[src/rtl/xalu_pkg.sv]
// Shared definitions for the nibble-serial ALU sequencer: slice function
// codes, sequencer FSM state encodings and small decode helpers.
package xalu_pkg;

  // Default operand width in nibbles (data width = 4 * NIBBLES).
  localparam int NIBBLES_DEFAULT = 4;

  // Slice function codes (3 bits), as understood by the external 4-bit slice.
  localparam logic [2:0] FN_ADD   = 3'd0;
  localparam logic [2:0] FN_AND   = 3'd1;
  localparam logic [2:0] FN_OR    = 3'd2;
  localparam logic [2:0] FN_XOR   = 3'd3;
  localparam logic [2:0] FN_PASSA = 3'd4;
  localparam logic [2:0] FN_PASSB = 3'd5;
  localparam logic [2:0] FN_SHR   = 3'd6;
  localparam logic [2:0] FN_SHL   = 3'd7;

  // Sequencer FSM state type and encodings.
  typedef logic [1:0] xalu_state_t;
  localparam xalu_state_t ST_IDLE = 2'd0;
  localparam xalu_state_t ST_RUN  = 2'd1;
  localparam xalu_state_t ST_DONE = 2'd2;

  // True for operations that walk the operand MSB nibble first.
  function automatic logic fn_is_shr(input logic [2:0] func);
    return (func == FN_SHR);
  endfunction

  // True for operations whose carry ripples right-to-left (LSB upward).
  function automatic logic fn_is_up_carry(input logic [2:0] func);
    return (func == FN_ADD) || (func == FN_SHL);
  endfunction

endpackage

[src/rtl/xalu_nibble_seq.sv]
// Multi-nibble sequencer for an external 4-bit ALU slice. A wide operand
// pair is latched on start, fed to the slice one nibble per enabled clock,
// and each slice output nibble is written into the result register while
// the slice carry is chained from one nibble to the next. Flags and the
// final carry are registered on the last capture so they are valid in the
// single DONE cycle and then hold until the next accepted start.
module xalu_nibble_seq
  import xalu_pkg::*;
#(
  parameter int NIBBLES = NIBBLES_DEFAULT
) (
  input  logic                   clk,
  input  logic                   rst_n,
  input  logic                   ena,
  input  logic                   start,
  input  logic [2:0]             func,
  input  logic                   com,
  input  logic                   cin,
  input  logic [4*NIBBLES-1:0]   a_in,
  input  logic [4*NIBBLES-1:0]   b_in,
  output logic                   busy,
  output logic                   done,
  output logic [4*NIBBLES-1:0]   result,
  output logic                   cout,
  output logic                   zero,
  output logic                   ones,
  output logic                   equal,
  output logic [3:0]             alu_a,
  output logic [3:0]             alu_b,
  output logic [2:0]             alu_f,
  output logic                   alu_com,
  output logic                   alu_ci_right,
  output logic                   alu_ci_left,
  input  logic [3:0]             alu_d,
  input  logic                   alu_co_left,
  input  logic                   alu_co_right,
  input  logic                   alu_equ
);

  localparam int W  = 4 * NIBBLES;
  localparam int IW = (NIBBLES > 1) ? $clog2(NIBBLES) : 1;

  localparam logic [IW-1:0] IDX_FIRST = {IW{1'b0}};
  localparam logic [IW-1:0] IDX_LAST  = IW'(NIBBLES - 1);

  // Sequencer state and latched operation.
  xalu_state_t     r_state;
  logic [W-1:0]    r_a;
  logic [W-1:0]    r_b;
  logic [2:0]      r_func;
  logic            r_com;
  logic            r_carry;
  logic [IW-1:0]   r_idx;
  logic            r_eq_acc;

  // Registered outputs.
  logic [W-1:0]    r_result;
  logic            r_busy;
  logic            r_done;
  logic            r_cout;
  logic            r_zero;
  logic            r_ones;
  logic            r_equal;

  // Combinational helpers.
  logic            w_accept;
  logic            w_step;
  logic            w_last;
  logic [IW-1:0]   w_sel;
  logic [IW+1:0]   w_bit;
  logic [IW-1:0]   w_idx_next;
  logic            w_carry_next;
  logic [W-1:0]    w_res_next;
  logic            w_eq_next;

  // A start is honoured only in IDLE; a step happens on every enabled RUN clock.
  assign w_accept = ena & start & (r_state == ST_IDLE);
  assign w_step   = ena & (r_state == ST_RUN);

  // Outside RUN the slice sees nibble 0; idx may have been parked anywhere.
  assign w_sel = (r_state == ST_RUN) ? r_idx : IDX_FIRST;
  assign w_bit = {w_sel, 2'b00};

  // Slice drive: nibble selects from the latched operands plus latched mode.
  assign alu_a   = r_a[w_bit +: 4];
  assign alu_b   = r_b[w_bit +: 4];
  assign alu_f   = r_func;
  assign alu_com = r_com;

  // Carry-in routing: carry enters on the right for ADD/SHL, on the left for SHR.
  always_comb begin
    alu_ci_right = 1'b0;
    alu_ci_left  = 1'b0;
    if (fn_is_up_carry(r_func)) begin
      alu_ci_right = r_carry;
    end else if (fn_is_shr(r_func)) begin
      alu_ci_left = r_carry;
    end else begin
      alu_ci_right = 1'b0;
      alu_ci_left  = 1'b0;
    end
  end

  // Last-nibble detect and walk direction (SHR walks down, all else walks up).
  always_comb begin
    w_last     = 1'b0;
    w_idx_next = r_idx;
    if (fn_is_shr(r_func)) begin
      w_last     = (r_idx == IDX_FIRST);
      w_idx_next = r_idx - {{(IW-1){1'b0}}, 1'b1};
    end else begin
      w_last     = (r_idx == IDX_LAST);
      w_idx_next = r_idx + {{(IW-1){1'b0}}, 1'b1};
    end
  end

  // Next carry picks the slice carry-out on the side facing the next nibble.
  always_comb begin
    w_carry_next = 1'b0;
    case (r_func)
      FN_ADD:  w_carry_next = alu_co_left;
      FN_SHL:  w_carry_next = alu_co_left;
      FN_SHR:  w_carry_next = alu_co_right;
      default: w_carry_next = 1'b0;
    endcase
  end

  // Result with the current slice nibble merged in; used for capture and flags.
  always_comb begin
    w_res_next        = r_result;
    w_res_next[w_bit +: 4] = alu_d;
  end

  assign w_eq_next = r_eq_acc & alu_equ;

  // Sequencer FSM: IDLE -> RUN on accepted start, RUN -> DONE after last nibble.
  always_ff @(posedge clk or negedge rst_n) begin
    if (!rst_n) begin
      r_state <= ST_IDLE;
    end else if (ena) begin
      case (r_state)
        ST_IDLE: begin
          if (start) begin
            r_state <= ST_RUN;
          end else begin
            r_state <= ST_IDLE;
          end
        end
        ST_RUN: begin
          if (w_last) begin
            r_state <= ST_DONE;
          end else begin
            r_state <= ST_RUN;
          end
        end
        ST_DONE: r_state <= ST_IDLE;
        default: r_state <= ST_IDLE;
      endcase
    end else begin
      r_state <= r_state;
    end
  end

  // Operand and mode latch on accepted start.
  always_ff @(posedge clk or negedge rst_n) begin
    if (!rst_n) begin
      r_a    <= {W{1'b0}};
      r_b    <= {W{1'b0}};
      r_func <= 3'd0;
      r_com  <= 1'b0;
    end else if (w_accept) begin
      r_a    <= a_in;
      r_b    <= b_in;
      r_func <= func;
      r_com  <= com;
    end else begin
      r_a    <= r_a;
      r_b    <= r_b;
      r_func <= r_func;
      r_com  <= r_com;
    end
  end

  // Per-nibble datapath: index walk, carry chain, equality accumulate, capture.
  always_ff @(posedge clk or negedge rst_n) begin
    if (!rst_n) begin
      r_idx    <= IDX_FIRST;
      r_carry  <= 1'b0;
      r_eq_acc <= 1'b0;
      r_result <= {W{1'b0}};
    end else if (w_accept) begin
      r_idx    <= fn_is_shr(func) ? IDX_LAST : IDX_FIRST;
      r_carry  <= cin;
      r_eq_acc <= 1'b1;
      r_result <= r_result;
    end else if (w_step) begin
      // Park idx at 0 after the last nibble so it never points out of range.
      r_idx    <= w_last ? IDX_FIRST : w_idx_next;
      r_carry  <= w_carry_next;
      r_eq_acc <= w_eq_next;
      r_result <= w_res_next;
    end else begin
      r_idx    <= r_idx;
      r_carry  <= r_carry;
      r_eq_acc <= r_eq_acc;
      r_result <= r_result;
    end
  end

  // Status outputs: busy spans RUN, flags are registered on the final capture.
  always_ff @(posedge clk or negedge rst_n) begin
    if (!rst_n) begin
      r_busy  <= 1'b0;
      r_done  <= 1'b0;
      r_cout  <= 1'b0;
      r_zero  <= 1'b0;
      r_ones  <= 1'b0;
      r_equal <= 1'b0;
    end else if (!ena) begin
      r_busy  <= r_busy;
      r_done  <= r_done;
      r_cout  <= r_cout;
      r_zero  <= r_zero;
      r_ones  <= r_ones;
      r_equal <= r_equal;
    end else if (w_accept) begin
      r_busy  <= 1'b1;
      r_done  <= 1'b0;
      r_cout  <= r_cout;
      r_zero  <= r_zero;
      r_ones  <= r_ones;
      r_equal <= r_equal;
    end else if (w_step && w_last) begin
      // cout is the true carry: COM only inverts data inside the slice.
      r_busy  <= 1'b0;
      r_done  <= 1'b1;
      r_cout  <= w_carry_next;
      r_zero  <= (w_res_next == {W{1'b0}});
      r_ones  <= (w_res_next == {W{1'b1}});
      r_equal <= w_eq_next;
    end else begin
      r_busy  <= r_busy;
      r_done  <= 1'b0;
      r_cout  <= r_cout;
      r_zero  <= r_zero;
      r_ones  <= r_ones;
      r_equal <= r_equal;
    end
  end

  assign busy   = r_busy;
  assign done   = r_done;
  assign result = r_result;
  assign cout   = r_cout;
  assign zero   = r_zero;
  assign ones   = r_ones;
  assign equal  = r_equal;

endmodule

[config.mk]
export PLATFORM = sky130hd
export DESIGN_NAME = xalu_nibble_seq
export DESIGN_NICKNAME = d
export VERILOG_FILES = /design/src/rtl/xalu_pkg.sv /design/src/rtl/xalu_nibble_seq.sv
export SDC_FILE = /design/constraint.sdc
export NUM_CORES = 1
export LEC_CHECK = 0
export BUFFER_PORTS_ARGS = -buffer_cell sky130_fd_sc_hd__clkbuf_2
export CORE_UTILIZATION = 50
export DETAILED_ROUTE_END_ITERATION = 8
export GPL_ROUTABILITY_DRIVEN = 1
export GPL_TIMING_DRIVEN = 0
export HOLD_SLACK_MARGIN = 0.15
export PLACE_DENSITY = 0.76
export SYNTH_ARGS = -nofsm -noshare
export SYNTH_HDL_FRONTEND = slang
export SYNTH_SLANG_ARGS = --single-unit
[constraint.sdc]
create_clock -name clk -period 3.8 [get_ports clk]
set_input_delay 0.38 -clock clk [delete_from_list [all_inputs] [get_ports clk]]
set_output_delay 0.38 -clock clk [all_outputs]
set_load 0.01 [all_outputs]
Word level (Yosys, flattened, before mapping)
Cells that the tools add are included.

word-level totals
  register bits = 64

operators by class
  add/subtract/negate cells = 3
  eq/ne operators = 6
  shift-type cells = 4
  multiplexer cells = 23
  bitwise logic cells = 5
  reductions and logical operators = 12

operators by type and width
  cell                                                   number
  variable part select 16 x 5 -> 4 bit                   2
  bitwise mux 16 bit                                     1
  == test 16 bit (second input constant)                 1
  zero test 16 bit                                       1
  variable shift 4 x 6 -> 16 bit (first input constant)  1
  variable part select 4 x 6 -> 16 bit                   1
  2-to-1 mux 2 bit                                       7
  2-to-1 mux 1 bit                                       13
  == test 3 bit (second input constant)                  3
  negator 4 -> 6 bit                                     1
  AND 1 bit                                              4
  zero test 2 bit                                        2
  one-hot mux 2 bit (2 select lines)                     1
  AND reduction 2 bit                                    2
  nonzero test 2 bit                                     2
  zero test 3 bit                                        1
  AND reduction 3 bit                                    1
  adder 2 x 1 -> 2 bit (second input constant)           1
  == test 2 x 1 -> 1 bit (second input constant)         1
  == test 2 bit (second input constant)                  1
  one-hot mux 1 bit (2 select lines)                     1
  OR reduction 2 bit                                     1
  subtractor 2 x 1 -> 2 bit (second input constant)      1
  logical AND 1 bit                                      1
  other kinds (2)                                        2

Depth between registers and ports, before layout
Gate-level depths: netlist of the first run.

  depth in word-level cells = 6
  depth in mapped cells = 10
  depth with buffers taken out = 9

Worst setup path before layout of the first run
OpenSTA, ideal clock, no wires.

  path type = register to register
  start = reg r_state[1]
  end = reg r_ones, in the netlist ones
  arrival time = 2.242 ns
  path slack = 1.454 ns
  cell stages (with the launch flop) = 9
  path buffers = 0
  period minus slack after synthesis = 2.346 ns
  path through = dfrtp_1 > and2b_2 > nand2_1 > ha_1 > nand4bb_1 > or3_4 > o21ai_1 > nand4_1 > o41ai_2

between the ends
  longest elaborated chain between the ends = 6
  elaborated cells on any way between the ends = 13
  those cells by class = add/sub: 1; eq/ne: 2; shift: 2; mux: 2; bitwise: 3; reduce/logical: 3

ends and longest elaborated chain
  item                                                                                           line                                          text
  from (decl)                                                                                    xalu_nibble_seq.sv:47                         xalu_state_t r_state;
  from (signal assigned)                                                                         xalu_nibble_seq.sv:160                        r_state <= r_state;
  == test 2 x 1 -> 1 bit                                                                         xalu_nibble_seq.sv:78, xalu_nibble_seq.sv:81
  2-to-1 mux 2 bit                                                                               xalu_nibble_seq.sv:81                         assign w_sel = (r_state == ST_RUN) ? r_idx : IDX_FIRST;
  negator 4 -> 6 bit                                                                             xalu_nibble_seq.sv:131                        w_res_next[w_bit +: 4] = alu_d;
  variable part select 4 x 6 -> 16 bit / variable shift 4 x 6 -> 16 bit (equally long branches)  xalu_nibble_seq.sv:131
  bitwise mux 16 bit                                                                             xalu_nibble_seq.sv:131
  == test 16 bit                                                                                 xalu_nibble_seq.sv:239                        r_ones <= (w_res_next == {W{1'b1}});
  to (signal assigned)                                                                           xalu_nibble_seq.sv:231                        r_ones <= r_ones;
  to (signal assigned)                                                                           xalu_nibble_seq.sv:239
  to (signal assigned)                                                                           xalu_nibble_seq.sv:246                        r_ones <= r_ones;
  to (decl)                                                                                      xalu_nibble_seq.sv:62                         logic r_ones;

Several ways; a longest one is shown, not always the timed one.
A chain may end at the register's enable or synchronous reset.

Worst setup path after layout of the first run
  start = reg r_state[1]
  end = reg r_zero, in the netlist zero

between the ends
  longest elaborated chain between the ends = 6
  elaborated cells on any way between the ends = 13
  those cells by class = add/sub: 1; eq/ne: 1; shift: 2; mux: 2; bitwise: 3; reduce/logical: 4

ends and longest elaborated chain
  item                                                                                           line                                          text
  == test 2 x 1 -> 1 bit                                                                         xalu_nibble_seq.sv:78, xalu_nibble_seq.sv:81
  2-to-1 mux 2 bit                                                                               xalu_nibble_seq.sv:81
  negator 4 -> 6 bit                                                                             xalu_nibble_seq.sv:131
  variable part select 4 x 6 -> 16 bit / variable shift 4 x 6 -> 16 bit (equally long branches)  xalu_nibble_seq.sv:131
  bitwise mux 16 bit                                                                             xalu_nibble_seq.sv:131
  zero test 16 bit                                                                               xalu_nibble_seq.sv:238                        r_zero <= (w_res_next == {W{1'b0}});
  to (signal assigned)                                                                           xalu_nibble_seq.sv:230                        r_zero <= r_zero;
  to (signal assigned)                                                                           xalu_nibble_seq.sv:238
  to (signal assigned)                                                                           xalu_nibble_seq.sv:245                        r_zero <= r_zero;
  to (decl)                                                                                      xalu_nibble_seq.sv:61                         logic r_zero;

Several ways; a longest one is shown, not always the timed one.

==> results, run 1 <==
- The CTS tree is yes.
- The initial utilization of the core area, before any placement, comes to 52.69%.
- The number of enable-type register cells in the synthesized netlist is 0.
- The worst hold-check path type is in2async.
- The flow ran to the end, and the final reports show no timing, DRC or antenna violations.
- The final-report max-slew violation count is 0.
- Each instance of the synthesized netlist takes up on average 10.56 sq um.
- The peak per-stage delay on the critical path is 0.44 ns.
- The worst setup path is of the reg2reg kind.
- Port buffering added 79 buffers.
- Dividing the detail-routed via count by the number of cells gives 5.632.
- Measured against its own limit, the worst slew margin works out to 42.07%.
- The pin count of the biggest net entering global routing is 65.
- Yosys printed 0 warnings.
- Counting I/O delays and the setup requirement, the final critical path takes 2.794 ns.
- The detail route stage leaves a number of antenna-violating nets equal to 0.
- Across all hold checks on the routed design, the worst slack comes to 0.1727 ns.
- Dividing total power by cell area gives a power density of 848.5 nW/um^2.
- Setup repair after global routing left no endpoint under its margin.
- The number of register bits inferred by synthesis is 64.
- The summed instance area of the synthesized netlist is 3157 sq um.
- The startpoint identified for the worst register-to-register timing path is r_state[1].
- The leakage dissipation is 0.001840 uW.
- The count of nets after finishing is 440.
- The width of the chip is 81.46 um.
- The clock latency reported for the late side of the worst-skew pair is 0.34 ns.
- Global routing consumed, over all layers together, 23.91% of the routing resources.
- The post-CTS clock slew at the launch and capture registers of the worst setup and hold paths is 0.07 ns.
- The top cell type by area accounts for 50.73% of the synthesized area.
- The clock arrives with 0.003503 ns of skew.
- Relative to the synthesized area, the layout overhead comes to 22.20%.
- In this run the standard cell core region covers 5991 sq um.
- The number of nets in the synthesized netlist is 350.
- The cell taking the most area after synthesis is sky130_fd_sc_hd__dfrtp_1.
- The setup slack of the most critical reg-to-reg path is 1.01 ns.
- The count of boundary I/O pins is 84.
- The number of clock sinks is 64.
- The repair_antennas step left the layout with diodes totalling 0.
- Dividing the detail-routed wire length by the instance count gives 15.41 um.
- The aggregate global routing overflow is 0.
- Once the clock tree was built, the setup fixing pass inserted 0 buffers.
- The critical path goes through and2b_2 > nand2_1 > inv_1 > ha_1 > clkbuf_1 > nor3_1 > o21ai_0 > o2111ai_1 > o41ai_2.
- The biggest fanout along the worst timing path is 11.
- The worst register-to-register path ends at zero.
- The most frequently used cell type in the post-synthesis netlist is sky130_fd_sc_hd__dfrtp_1.
- Measured in cells, the most critical reg-to-reg path has a length of 9.
- The maximum count of clock buffers along a single path is 2.
- The via count of the first global-routing pass is 2515.
- Data arrives at the worst endpoint at 3.04 ns.
- The first global-routing pass estimated 11720 um of wire.
- At the worst endpoint, the required time is 4.04 ns.
- The HPWL after detailed placement is 5171 um.
- The final setup TNS is 0 ns.
- The total count of hold-check failures in the final report is 0.
- The setup slack at placement is 1.047 ns.
- The number of distinct library cells after synthesis is 49.
- Summing the sequential cell areas from Yosys gives 50.73% of the chip area.
- TritonCTS created 9 clock buffers.
- The total DRC errors in the routed layout is 0.
- The final weighted congestion of routability-driven global placement is 0.8114.
- The tool flagged a number of max-cap violations equal to 0.
- The number of antenna violations at the first check in global routing is 0.
- The maximum ir drop on the vdd rail is 483.1 uV.
- Of the cells placed in the final design, the portion with a size suffix greater than 1 is 38.68%.
- The capturing element type of the critical path is a flop.
- After detailed routing, the total wire length is 7210 um.
- The nature of the critical path startpoint is a flop.
- Row generation in the floorplan step produced 28 rows.
- The vertical die dimension is 81.46 um.
- The post-cts sizing count is 0.
- Setup slack closes at 1.006 ns.
- For the pin with the worst max-slew slack, the measured transition is 0.8690 ns.
- The cell with the largest stage delay on the worst path is sky130_fd_sc_hd__dfrtp_1.
- The final setup violation count is 0.
- The cell count after synthesis came out at 299.
- Ranked by total cell area, the synthesized netlist is headed by sky130_fd_sc_hd__dfrtp_1 (51%), sky130_fd_sc_hd__mux2_2 (13%), sky130_fd_sc_hd__nand2_1 (6.2%), sky130_fd_sc_hd__o21ai_0 (3.3%), sky130_fd_sc_hd__a22o_1 (2.2%).
- In this run, post-CTS hold repair placed 0 buffers.
- The number of violations reported at the end of detailed-routing iteration 0 is 117.
- The number of detailed-routing iterations run before antenna repair is 4.
- In the synthesized netlist the async set-or-reset flop fraction comes to 100.0%.
- The final critical path takes up 73.53% of the cycle.
- The final route contains 2636 vias.
- The die footprint is 6635 sq um.
- The commonest cells after synthesis are sky130_fd_sc_hd__dfrtp_1 (64), sky130_fd_sc_hd__nand2_1 (52), sky130_fd_sc_hd__mux2_2 (36).
- The maximum level of the CTS H-tree is 3.
- In this run the clock root is driven by a sky130_fd_sc_hd__clkbuf_8.
- The most used flip-flop cell after synthesis is sky130_fd_sc_hd__dfrtp_1.
- Based on the critical path, the design can be clocked at up to 0.3579 GHz.
==> cells by family (layout without fill, tap and decap cells) <==
family | count (synthesis) | count (layout) | share of synthesized area [%]
simple gates | 99 | 99 | 15.22
buf+inv | 23 | 117 | 4.280
mux | 37 | 37 | 13.16
compound gates | 73 | 73 | 15.42
flops | 64 | 64 | 50.73
fa+ha+maj | 3 | 3 | 1.189
==> worst max-delay path by stage <==
| stage | end | slack, ns | start |
|---|---|---|---|
| after CTS | ones | 1.02 | r_state[1] |
| after floorplan | ones | 1.45 | r_state[1] |
| after global routing | zero | 0.75 | r_state[1] |
| after global placement | ones | 1.09 | r_state[1] |
| after detailed placement | ones | 1.05 | r_state[1] |
| final | zero | 1.01 | r_state[1] |
==> placed cells by master (no fill, tap or decap), types with 2 or more instances in the layout <==
master,count
sky130_fd_sc_hd__a21oi_1,9
sky130_fd_sc_hd__a22o_1,8
sky130_fd_sc_hd__a31oi_1,10
sky130_fd_sc_hd__and2_1,2
sky130_fd_sc_hd__and3_1,2
sky130_fd_sc_hd__and3b_1,2
sky130_fd_sc_hd__buf_2,6
sky130_fd_sc_hd__buf_6,3
sky130_fd_sc_hd__bufinv_16,2
sky130_fd_sc_hd__clkbuf_1,2
sky130_fd_sc_hd__clkbuf_2,79
sky130_fd_sc_hd__clkbuf_4,2
sky130_fd_sc_hd__clkbuf_8,10
sky130_fd_sc_hd__dfrtp_1,64
sky130_fd_sc_hd__ha_1,3
sky130_fd_sc_hd__inv_1,8
sky130_fd_sc_hd__mux2_2,36
sky130_fd_sc_hd__nand2_1,52
sky130_fd_sc_hd__nand3_1,9
sky130_fd_sc_hd__nand4_1,2
sky130_fd_sc_hd__nor2_1,9
sky130_fd_sc_hd__nor3_1,6
sky130_fd_sc_hd__nor4_1,3
sky130_fd_sc_hd__o2111ai_1,2
sky130_fd_sc_hd__o21a_1,2
sky130_fd_sc_hd__o21ai_0,21
sky130_fd_sc_hd__o22a_1,2
sky130_fd_sc_hd__o22ai_1,10
sky130_fd_sc_hd__o41ai_2,2
sky130_fd_sc_hd__or3_1,2
==> flip-flops by register name (all words and copies together), names as in the netlist <==
register	flops
alu_com	1
alu_f	3
busy	1
cout	1
done	1
equal	1
ones	1
r_a	16
r_b	16
r_carry	1
r_eq_acc	1
r_idx	2
r_state	2
result	16
zero	1
==> stage by stage <==
step | cells | power (uW) | util, % | cell area, sq um
5_1_grt | 468 | 3524 | 64.39 | 3857
3_3_place_gp | 453 | 2604 | 60.86 | 3646
2_1_floorplan | 299 | 2176 | - | 3157
3_5_place_dp | 453 | 2656 | 60.90 | 3649
6_report | 468 | 3273 | 64.39 | 3857
4_1_cts | 468 | 3291 | 64.39 | 3857
==> worst max-delay path: cells and delay by family (launching register included) <==
kind / cells / cell delay, ns
compound gates: 3 / 0.67
simple gates: 3 / 0.74
buf+inv: 2 / 0.45
fa+ha+maj: 1 / 0.38
flops: 1 / 0.44
==> area by class of cell <==
cell class	count	area, sq um
clock inverters	5	81.33
well taps	75	93.84
fillers	492	2133
flip-flops and latches	64	1602
clock buffers	10	127.6
multi-input cells	212	1420
repair buffers	79	397.9
plain buffers	14	101.3
inverters	9	33.78
==> report_power, final <==
| group | internal (uW) | total [uW] | switching, uW |
|---|---|---|---|
| sequential | 975 | 1190 | 217 |
| clock | 367 | 628 | 261 |
| combinational | 658 | 1450 | 795 |
==> metal layers <==
metal  share of wire [%]  global-route usage, %  vias up
li1                    -                      -     1264
met1                  44                  29.76     1277
met2                  47                  37.25       80
met3                 7.2                  8.556       15
met4                 2.0                  10.71        0
met5                   0                      0        -
No activity file was read; power rests on OpenSTA's default activity.
==> run 2: changes to the inputs <==
--- a/config.mk
+++ b/config.mk
@@ -5,8 +5,9 @@
 export SDC_FILE = /design/constraint.sdc
 export NUM_CORES = 1
 export LEC_CHECK = 0
+export ABC_AREA = 1
 export BUFFER_PORTS_ARGS = -buffer_cell sky130_fd_sc_hd__clkbuf_2
-export CORE_UTILIZATION = 50
+export CORE_UTILIZATION = 48
 export DETAILED_ROUTE_END_ITERATION = 8
 export GPL_ROUTABILITY_DRIVEN = 1
 export GPL_TIMING_DRIVEN = 0
==> constraint.sdc (replaced) <==
create_clock -name clk -period 2.5 [get_ports clk]
set_input_delay 0.25 -clock clk [delete_from_list [all_inputs] [get_ports clk]]
set_output_delay 0.25 -clock clk [all_outputs]
set_load 0.01 [all_outputs]
==> run 2 against run 1 <==
Effect of this change:
- cell count is 48% higher
- utilization rose by 2.2 points
- setup slack worse by 0.79 ns
- clock skew is 0.0020 ns higher
- power is 72% higher
- die area grew 11%
- clock-buffer cell count grew 1
- critical path type unchanged
- critical endpoint is now ones
- highest routed layer unchanged
==> results, run 2 <==
- Outcome: finished, final reports clean (unchanged).
- The most heavily used metal layer in global routing is met2 (unchanged).
- The final design utilization is 66.59% (was 64.39%).
- The reg-to-reg critical path endpoint is ones (was zero).
- The most common cell after layout, fill and taps aside is sky130_fd_sc_hd__nand2_1 (was sky130_fd_sc_hd__clkbuf_2).
- The final setup skew is 0.005465 ns (was 0.003503 ns).
- The detailed placement HPWL is 5930 um (was 5171 um).
- The post-route clock period utilization was 91.43% (was 73.53%).
- RSZ-0062 raised after global routing: false (unchanged).
- The start point of the critical path is r_state[0] (was r_state[1]).
- Cell types with the largest area share after synthesis: sky130_fd_sc_hd__dfrtp_1 (48%), sky130_fd_sc_hd__nand2_1 (21%), sky130_fd_sc_hd__o21ai_0 (4.6%), sky130_fd_sc_hd__nor2_1 (4.4%), sky130_fd_sc_hd__inv_1 (4.2%) (was sky130_fd_sc_hd__dfrtp_1 (51%), sky130_fd_sc_hd__mux2_2 (13%), sky130_fd_sc_hd__nand2_1 (6.2%), sky130_fd_sc_hd__o21ai_0 (3.3%), sky130_fd_sc_hd__a22o_1 (2.2%)).
- The launch instance of the worst min-delay path is alu_equ.
- The instance area after placement is 3899 sq um (was 3649 sq um).
- The total core area is 6794 sq um (was 5991 sq um).
- The count of mapped cells out of synthesis is 456 (was 299).
- The width of the chip is 85.68 um (was 81.46 um).
- The shortest clock period the worst path allows after layout came to 2.286 ns (was 2.794 ns).
- The proportion of netlist area held by the largest area contributor was 47.65% (was 50.73%).
- The count of boundary I/O pins is 84 (unchanged).
- The clock latency reported for the late side of the worst-skew pair is 0.34 ns (about the same).
- The share of layout cells above drive strength 1 is 22.48% (was 38.68%).
- The via count of the first global-routing pass came to 3288 (was 2515).
- The part of the Yosys area used for sequential elements is 47.65% (was 50.73%).
- The mean instance size in the synthesized netlist is 7.370 sq um (was 10.56 sq um).
- The number of detailed-routing iterations run before antenna repair came to 5 (was 4).
- The post-CTS clock slew at the launch and capture registers of the worst setup and hold paths came to 0.07 ns (about the same).
- The total DRC errors in the routed layout was 0 (unchanged).
- The worst-case reg-to-reg path depth is 15 (was 9).
- The met3 track utilization from global routing came to 5.967% (was 8.556%).
- The final-report max-slew violation count is 0 (unchanged).
- The number of warnings reported in the yosys synthesis log is 0 (unchanged).
- The starting density of the core came to 49.47% (was 52.69%).
- The arrival time at the worst endpoint is 2.57 ns (was 3.04 ns).
- The type of the worst setup path is reg2reg (unchanged).
- The most instantiated flip-flop cell in the synthesis netlist is sky130_fd_sc_hd__dfrtp_1 (unchanged).
- The CTS tree is yes (unchanged).
- The number of rows created at floorplan was 30 (was 28).
- The maximum ir drop on the vdd rail was 797.2 uV (was 483.1 uV).
- The wire length per cell after detailed routing is 12.66 um (was 15.41 um).
- The total nets after synthesis is 507 (was 350).
- The nature of the critical path startpoint is a flop (unchanged).
- The pin count of the biggest net entering global routing is 65 (unchanged).
- The final setup violation count is 0 (unchanged).
- The async set-or-reset flop fraction in the synthesized netlist is 100.0% (unchanged).
- The biggest fanout along the worst timing path is 11 (unchanged).
- The root buffer cell is sky130_fd_sc_hd__clkbuf_8 (unchanged).
- The count of nets after finishing is 642 (was 440).
- The final setup TNS is 0 ns (unchanged).
- The number of inserted filler cells in the final layout is 580 (was 492).
- The number of inserted diodes is 0 (unchanged).
- The maximum level of the CTS H-tree came to 3 (unchanged).
- The all-layer global routing usage was 25.61% (was 23.91%).
- The cell taking the most area after synthesis is sky130_fd_sc_hd__dfrtp_1 (unchanged).
- The worst path required time is 2.78 ns (was 4.04 ns).
- The beginning of the worst register-to-register path is r_state[0] (was r_state[1]).
- The via count is 3499 (was 2636).
- The remaining number of nets flagged by the antenna check after routing is 0 (unchanged).
- The first-pass GRT wire length is 14530 um (was 11720 um).
- The total power is 5639 uW (was 3273 uW).
- The fraction of met1 tracks used by global routing came to 31.30% (was 29.76%).
- The last element of the critical path is ones (was zero).
- The final weighted congestion of routability-driven global placement is 0.8811 (was 0.8114).
- The max-cap violation count came to 0 (unchanged).
- The number of register bits inferred by synthesis is 64 (unchanged).
- The worst hold-check path type is in2reg (was in2async).
- The global-route track usage on met2 is 43.93% (was 37.25%).
- The headroom to the max-slew limit is 41.98% (was 42.07%).
- Commonest cells in the synthesized netlist: sky130_fd_sc_hd__nand2_1 (186), sky130_fd_sc_hd__dfrtp_1 (64), sky130_fd_sc_hd__nor2_1 (39) (was sky130_fd_sc_hd__dfrtp_1 (64), sky130_fd_sc_hd__nand2_1 (52), sky130_fd_sc_hd__mux2_2 (36)).
- The aggregate global routing overflow came to 0 (unchanged).
- The number of CTS-inserted buffers was 9 (unchanged).
- Most used cells in the layout excluding fill and tap cells: sky130_fd_sc_hd__nand2_1 (186), sky130_fd_sc_hd__clkbuf_2 (82), sky130_fd_sc_hd__dfrtp_1 (63) (was sky130_fd_sc_hd__clkbuf_2 (79), sky130_fd_sc_hd__dfrtp_1 (64), sky130_fd_sc_hd__nand2_1 (52)).
- The ratio of total power to cell area was 1246 nW/um^2 (was 848.5 nW/um^2).
- The vertical die dimension is 85.68 um (was 81.46 um).
- The mean number of vias per cell came to 5.056 (was 5.632).
- The most frequently used cell type in the post-synthesis netlist is sky130_fd_sc_hd__nand2_1 (was sky130_fd_sc_hd__dfrtp_1).
- The total count of hold-check failures in the final report is 0 (unchanged).
- The number of antenna violations at the first check in global routing was 0 (unchanged).
- The final instance area is 4524 sq um (was 3857 sq um).
- The summed instance area of the synthesized netlist came to 3361 sq um (was 3157 sq um).
- The setup slack of the most critical reg-to-reg path came to 0.21 ns (was 1.01 ns).
- The achievable frequency came to 0.4375 GHz (was 0.3579 GHz).
- The capturing element type of the critical path was a flop (unchanged).
- The final wirelength was 8760 um (was 7210 um).
- The number of enable-type register cells in the synthesized netlist is 0 (unchanged).
- The number of I/O port buffers is 83 (was 79).
- The die footprint came to 7340 sq um (was 6635 sq um).
- The number of violations reported at the end of detailed-routing iteration 0 is 231 (was 117).
- The number of distinct library cells after synthesis came to 30 (was 49).
- The number of clock sinks is 64 (unchanged).
- The measured slew at the worst slew-check pin is 0.8703 ns (was 0.8690 ns).
- The leakage dissipation came to 0.002425 uW (was 0.001840 uW).
- The layout-stage area growth over the synthesis result is 34.62% (was 22.20%).
- The maximum count of clock buffers along a single path is 2 (unchanged).
run 2: changes by cell type after synthesis, moves of 30 or more:
cell / change
sky130_fd_sc_hd__nand2_1: +134
sky130_fd_sc_hd__mux2_2: -36
sky130_fd_sc_hd__nor2_1: +30
sky130_fd_sc_hd__inv_1: +30
run 2: worst max-delay path, stage by stage, from the launching register on:
cell and delay, ns:
sky130_fd_sc_hd__dfrtp_1 0.49, sky130_fd_sc_hd__nand3_2 0.17, sky130_fd_sc_hd__buf_4 0.20, sky130_fd_sc_hd__buf_2 0.20, sky130_fd_sc_hd__ha_1 0.27, sky130_fd_sc_hd__inv_1 0.06
sky130_fd_sc_hd__nand2_1 0.09, sky130_fd_sc_hd__nor2_1 0.13, sky130_fd_sc_hd__nand3_1 0.10, sky130_fd_sc_hd__nand2_1 0.11, sky130_fd_sc_hd__nand2_1 0.08, sky130_fd_sc_hd__inv_2 0.05
sky130_fd_sc_hd__nand2_1 0.04, sky130_fd_sc_hd__nor2_1 0.12, sky130_fd_sc_hd__nand2_1 0.07, sky130_fd_sc_hd__nand2_1 0.06
run 2: worst min path at each step:
stage                            to  slack [ns]  depth (start not counted)
after global placement      r_a[15]        0.44                          3
after global routing       r_eq_acc        0.17                          3
after floorplan             alu_com       -0.05                          0
after detailed placement  result[2]        0.44                          1
final                      r_eq_acc        0.16                          3
after CTS                  r_eq_acc        0.15                          3
run 2: logic make-up (layout without fill, tap and decap cells):
family,after synthesis,count (layout),share of synthesized area [%]
flops,64,64,47.65
simple gates,256,256,32.02
mux,1,1,0.3350
fa+ha+maj,3,3,1.117
compound gates,70,70,11.43
buf+inv,62,202,7.446
run 2: final cells by class:
class / count / area (sq um) / area share (%)
Clock inverter: 5 / 56.30 / 1.244
Clock buffer: 11 / 141.4 / 3.125
Timing Repair Buffer: 124 / 820.8 / 18.14
Tap cell: 96 / 120.1 / 2.655
Multi-Input combinational cell: 330 / 1526 / 33.74
Inverter: 48 / 182.7 / 4.038
Sequential cell: 64 / 1603 / 35.43
Buffer: 14 / 73.82 / 1.632
run 2: where the power goes:
group,switching (uW),internal [uW],leakage [uW],total [uW]
combinational,1830,1110,0.00151,2930
sequential,307,1500,0.000811,1810
clock,408,486,0.0000993,894
run 2: routing by layer:
metal  up-vias  wire (um)  share of wire (%)
met5         -          0                  0
met4         0        177                2.0
met3        23        606                6.9
met2       144       4255                 49
met1      1621       3720                 42
li1       1711          -                  -
run 2: timing repair:
item,4_1_cts,5_1_grt
setup endpoints to repair,2,2
hold endpoints to repair,101,0
gates resized for setup,2,5
pin swaps,0,1
buffers inserted,0,3
hold buffers,38,0
run 2: through the flow:
stage | hold slack, ns | setup slack, ns | std cells
4_1_cts | 0.1522 | 0.005216 | 689
3_5_place_dp | 0.4419 | -0.06919 | 635
6_report | 0.1579 | 0.2143 | 692
3_3_place_gp | 0.4443 | 0.002020 | 635
2_1_floorplan | -0.04559 | 0.3214 | 456
5_1_grt | 0.1692 | 0.03984 | 692
==> run 3: changes to the inputs <==
--- a/config.mk
+++ b/config.mk
@@ -7,6 +7,7 @@
 export LEC_CHECK = 0
 export ABC_AREA = 1
 export BUFFER_PORTS_ARGS = -buffer_cell sky130_fd_sc_hd__clkbuf_2
+export CORE_ASPECT_RATIO = 1.25
 export CORE_UTILIZATION = 48
 export DETAILED_ROUTE_END_ITERATION = 8
 export GPL_ROUTABILITY_DRIVEN = 1
==> run 3 against run 2 <==
Effect of this change:
- sequential cell count unchanged
- cell area is 1.2% lower
- combinational power is essentially flat
- global-route usage up 1.6 points
- sequential power about the same
- setup slack lost 0.053 ns
- highest routed layer unchanged
==> results, run 3 (same netlist as run 2, synthesis figures left out) <==
- The non-filler instance count after layout was 679 (was 692).
- Outcome: finished, final reports clean (unchanged).
- The root buffer cell is sky130_fd_sc_hd__clkbuf_8 (unchanged).
- The final setup violation count is 0 (unchanged).
- The total power is 5573 uW (was 5639 uW).
- The maximum level of the CTS H-tree is 3 (unchanged).
- The final design utilization is 67.25% (was 66.59%).
- The nature of the critical path startpoint is a flop (unchanged).
- The CTS tree is yes (unchanged).
- The final instance area was 4471 sq um (was 4524 sq um).
- The final wirelength is 9407 um (was 8760 um).
- The number of detailed-routing iterations run before antenna repair is 5 (unchanged).
- The mean number of vias per cell is 5.158 (was 5.056).
- The number of rows created at floorplan is 33 (was 30).
- The final-report max-slew violation count was 0 (unchanged).
- The total DRC errors in the routed layout was 0 (unchanged).
- The type of the worst setup path is reg2reg (unchanged).
- The post-route clock period utilization is 93.55% (was 91.43%).
- The number of I/O port buffers is 83 (unchanged).
- The detailed placement HPWL came to 6002 um (was 5930 um).
- The count of boundary I/O pins is 84 (unchanged).
- The headroom to the max-slew limit was 42.21% (was 41.98%).
- The total count of hold-check failures in the final report is 0 (unchanged).
- The total core area is 6648 sq um (was 6794 sq um).
- RSZ-0062 raised after global routing: false (unchanged).
- The cell count after placement is 626 (was 635).
- The count of nets after finishing is 639 (was 642).
- The number of inserted filler cells in the final layout came to 566 (was 580).
- The shortest clock period the worst path allows after layout is 2.339 ns (was 2.286 ns).
- The maximum count of clock buffers along a single path was 2 (unchanged).
- The measured slew at the worst slew-check pin is 0.8668 ns (was 0.8703 ns).
- The capturing element type of the critical path is a flop (unchanged).
- The layout-stage area growth over the synthesis result is 33.02% (was 34.62%).
- The starting density of the core is 50.56% (was 49.47%).
- Most used cells in the layout excluding fill and tap cells: sky130_fd_sc_hd__nand2_1 (185), sky130_fd_sc_hd__clkbuf_2 (82), sky130_fd_sc_hd__dfrtp_1 (63) (was sky130_fd_sc_hd__nand2_1 (186), sky130_fd_sc_hd__clkbuf_2 (82), sky130_fd_sc_hd__dfrtp_1 (63)).
- The pin count of the biggest net entering global routing was 65 (unchanged).
- The maximum ir drop on the vdd rail is 764.9 uV (was 797.2 uV).
- The arrival time at the worst endpoint is 2.62 ns (was 2.57 ns).
- The achievable frequency is 0.4276 GHz (was 0.4375 GHz).
- The ratio of total power to cell area is 1247 nW/um^2 (was 1246 nW/um^2).
- The final weighted congestion of routability-driven global placement is 0.8681 (was 0.8811).
- The final setup skew came to 0.002682 ns (was 0.005465 ns).
- The number of clock sinks was 64 (unchanged).
- The peak per-stage delay on the critical path came to 0.45 ns (was 0.49 ns).
- The instance area after placement came to 3887 sq um (was 3899 sq um).
- The via count is 3502 (was 3499).
- The most common cell after layout, fill and taps aside is sky130_fd_sc_hd__nand2_1 (unchanged).
- The worst path required time is 2.78 ns (about the same).
- The most repeated library cell on the critical path was sky130_fd_sc_hd__nand2_1 (unchanged).
- The first-pass GRT wire length came to 15440 um (was 14530 um).
- The leakage dissipation came to 0.002398 uW (was 0.002425 uW).
- The all-layer global routing usage is 27.17% (was 25.61%).
- The aggregate global routing overflow is 0 (unchanged).
- The remaining number of nets flagged by the antenna check after routing is 0 (unchanged).
- The width of the chip is 76.84 um (was 85.68 um).
- The post-CTS clock slew at the launch and capture registers of the worst setup and hold paths is 0.07 ns (about the same).
- The clock latency reported for the late side of the worst-skew pair is 0.34 ns (about the same).
- The wire length per cell after detailed routing is 13.85 um (was 12.66 um).
- The number of violations reported at the end of detailed-routing iteration 0 was 228 (was 231).
- The via count of the first global-routing pass was 3437 (was 3288).
- The vertical die dimension is 95.55 um (was 85.68 um).
- The share of layout cells above drive strength 1 came to 22.47% (was 22.48%).
- The number of CTS-inserted buffers came to 9 (unchanged).
- The max-cap violation count came to 0 (unchanged).
- The die footprint is 7342 sq um (was 7340 sq um).
- The worst hold-check path type is in2reg (unchanged).
- The number of inserted diodes was 0 (unchanged).
- Critical-path cell list: inv_2 > buf_4 > nand3_2 > buf_4 > clkbuf_4 > ha_2 > inv_1 > nand2_1 > nor2_1 > nand3_1 > nand2_1 > nand2_1 > inv_2 > nand2_1 > nor2_1 > nand2_1 > nand2_1 (was nand3_2 > buf_4 > buf_2 > ha_1 > inv_1 > nand2_1 > nor2_1 > nand3_1 > nand2_1 > nand2_1 > inv_2 > nand2_1 > nor2_1 > nand2_1 > nand2_1).
- The cell with the largest stage delay on the worst path is sky130_fd_sc_hd__dfrtp_2 (was sky130_fd_sc_hd__dfrtp_1).
- The biggest fanout along the worst timing path was 11 (unchanged).
- The number of antenna violations at the first check in global routing was 0 (unchanged).
==> run 3: what timing repair did <==
| item | CTS | global route |
|---|---|---|
| endpoints found under the hold margin | 100 | 0 |
| resized for setup | 3 | 6 |
| buffers inserted | 0 | 1 |
| hold buffers | 37 | 0 |
| setup endpoints to repair | 2 | 2 |
==> run 3: report_power, final <==
part           total [uW]  internal, uW  switching (uW)
logic                2940          1090            1860
registers            1830          1500             322
clock network         803           405             397
==> run 3: worst max-delay path: cells and delay by family (launching register included) <==
kind                     cells  cell delay, ns
buffers and inverters        6            0.74
AND/OR/NAND/NOR             10            0.85
flip-flops                   1            0.45
adder cells (fa/ha/maj)      1            0.22
==> run 3: path summary, 6_finish.rpt <==
path	start	endpoint	slack, ns	cells past startpoint
hold reg to reg	zero	zero	0.48	2
max in group asynchronous	rst_n	r_state[1]	1.33	2
min in group asynchronous	rst_n	result[1]	0.58	2
setup reg to reg	r_state[1]	ones	0.16	17
setup / recovery	r_state[1]	ones	0.16	17
hold / removal	a_in[5]	r_a[5]	0.16	3
==> run 3: layer usage <==
layer,up-vias,part of all wire (%),track usage [%]
met3,17,5.3,5.167
met1,1645,42,32.39
li1,1701,-,-
met5,-,0,0
met4,0,1.5,10.90
met2,139,51,48.36
==> run 3: layout make-up <==
cell class | instances | area, sq um | area share, %
multi-input combinational | 330 | 1534 | 34.31
clock buffer | 12 | 155.1 | 3.470
buffer | 14 | 76.32 | 1.707
clock inverter | 3 | 17.52 | 0.3918
inverter | 48 | 180.2 | 4.030
tap | 87 | 108.9 | 2.435
sequential | 64 | 1603 | 35.85
timing repair buffer | 121 | 795.8 | 17.80
==> run 3: stage by stage <==
| stage | setup WS [ns] | hold slack (ns) | setup TNS [ns] |
|---|---|---|---|
| CTS | 0.03291 | 0.1514 | 0 |
| floorplan | 0.3214 | -0.04559 | 0 |
| finish | 0.1612 | 0.1618 | 0 |
| global route | 0.005155 | 0.1568 | 0 |
| detailed placement | -0.06779 | 0.4373 | -0.09394 |
| global placement | -0.02053 | 0.4446 | -0.02585 |
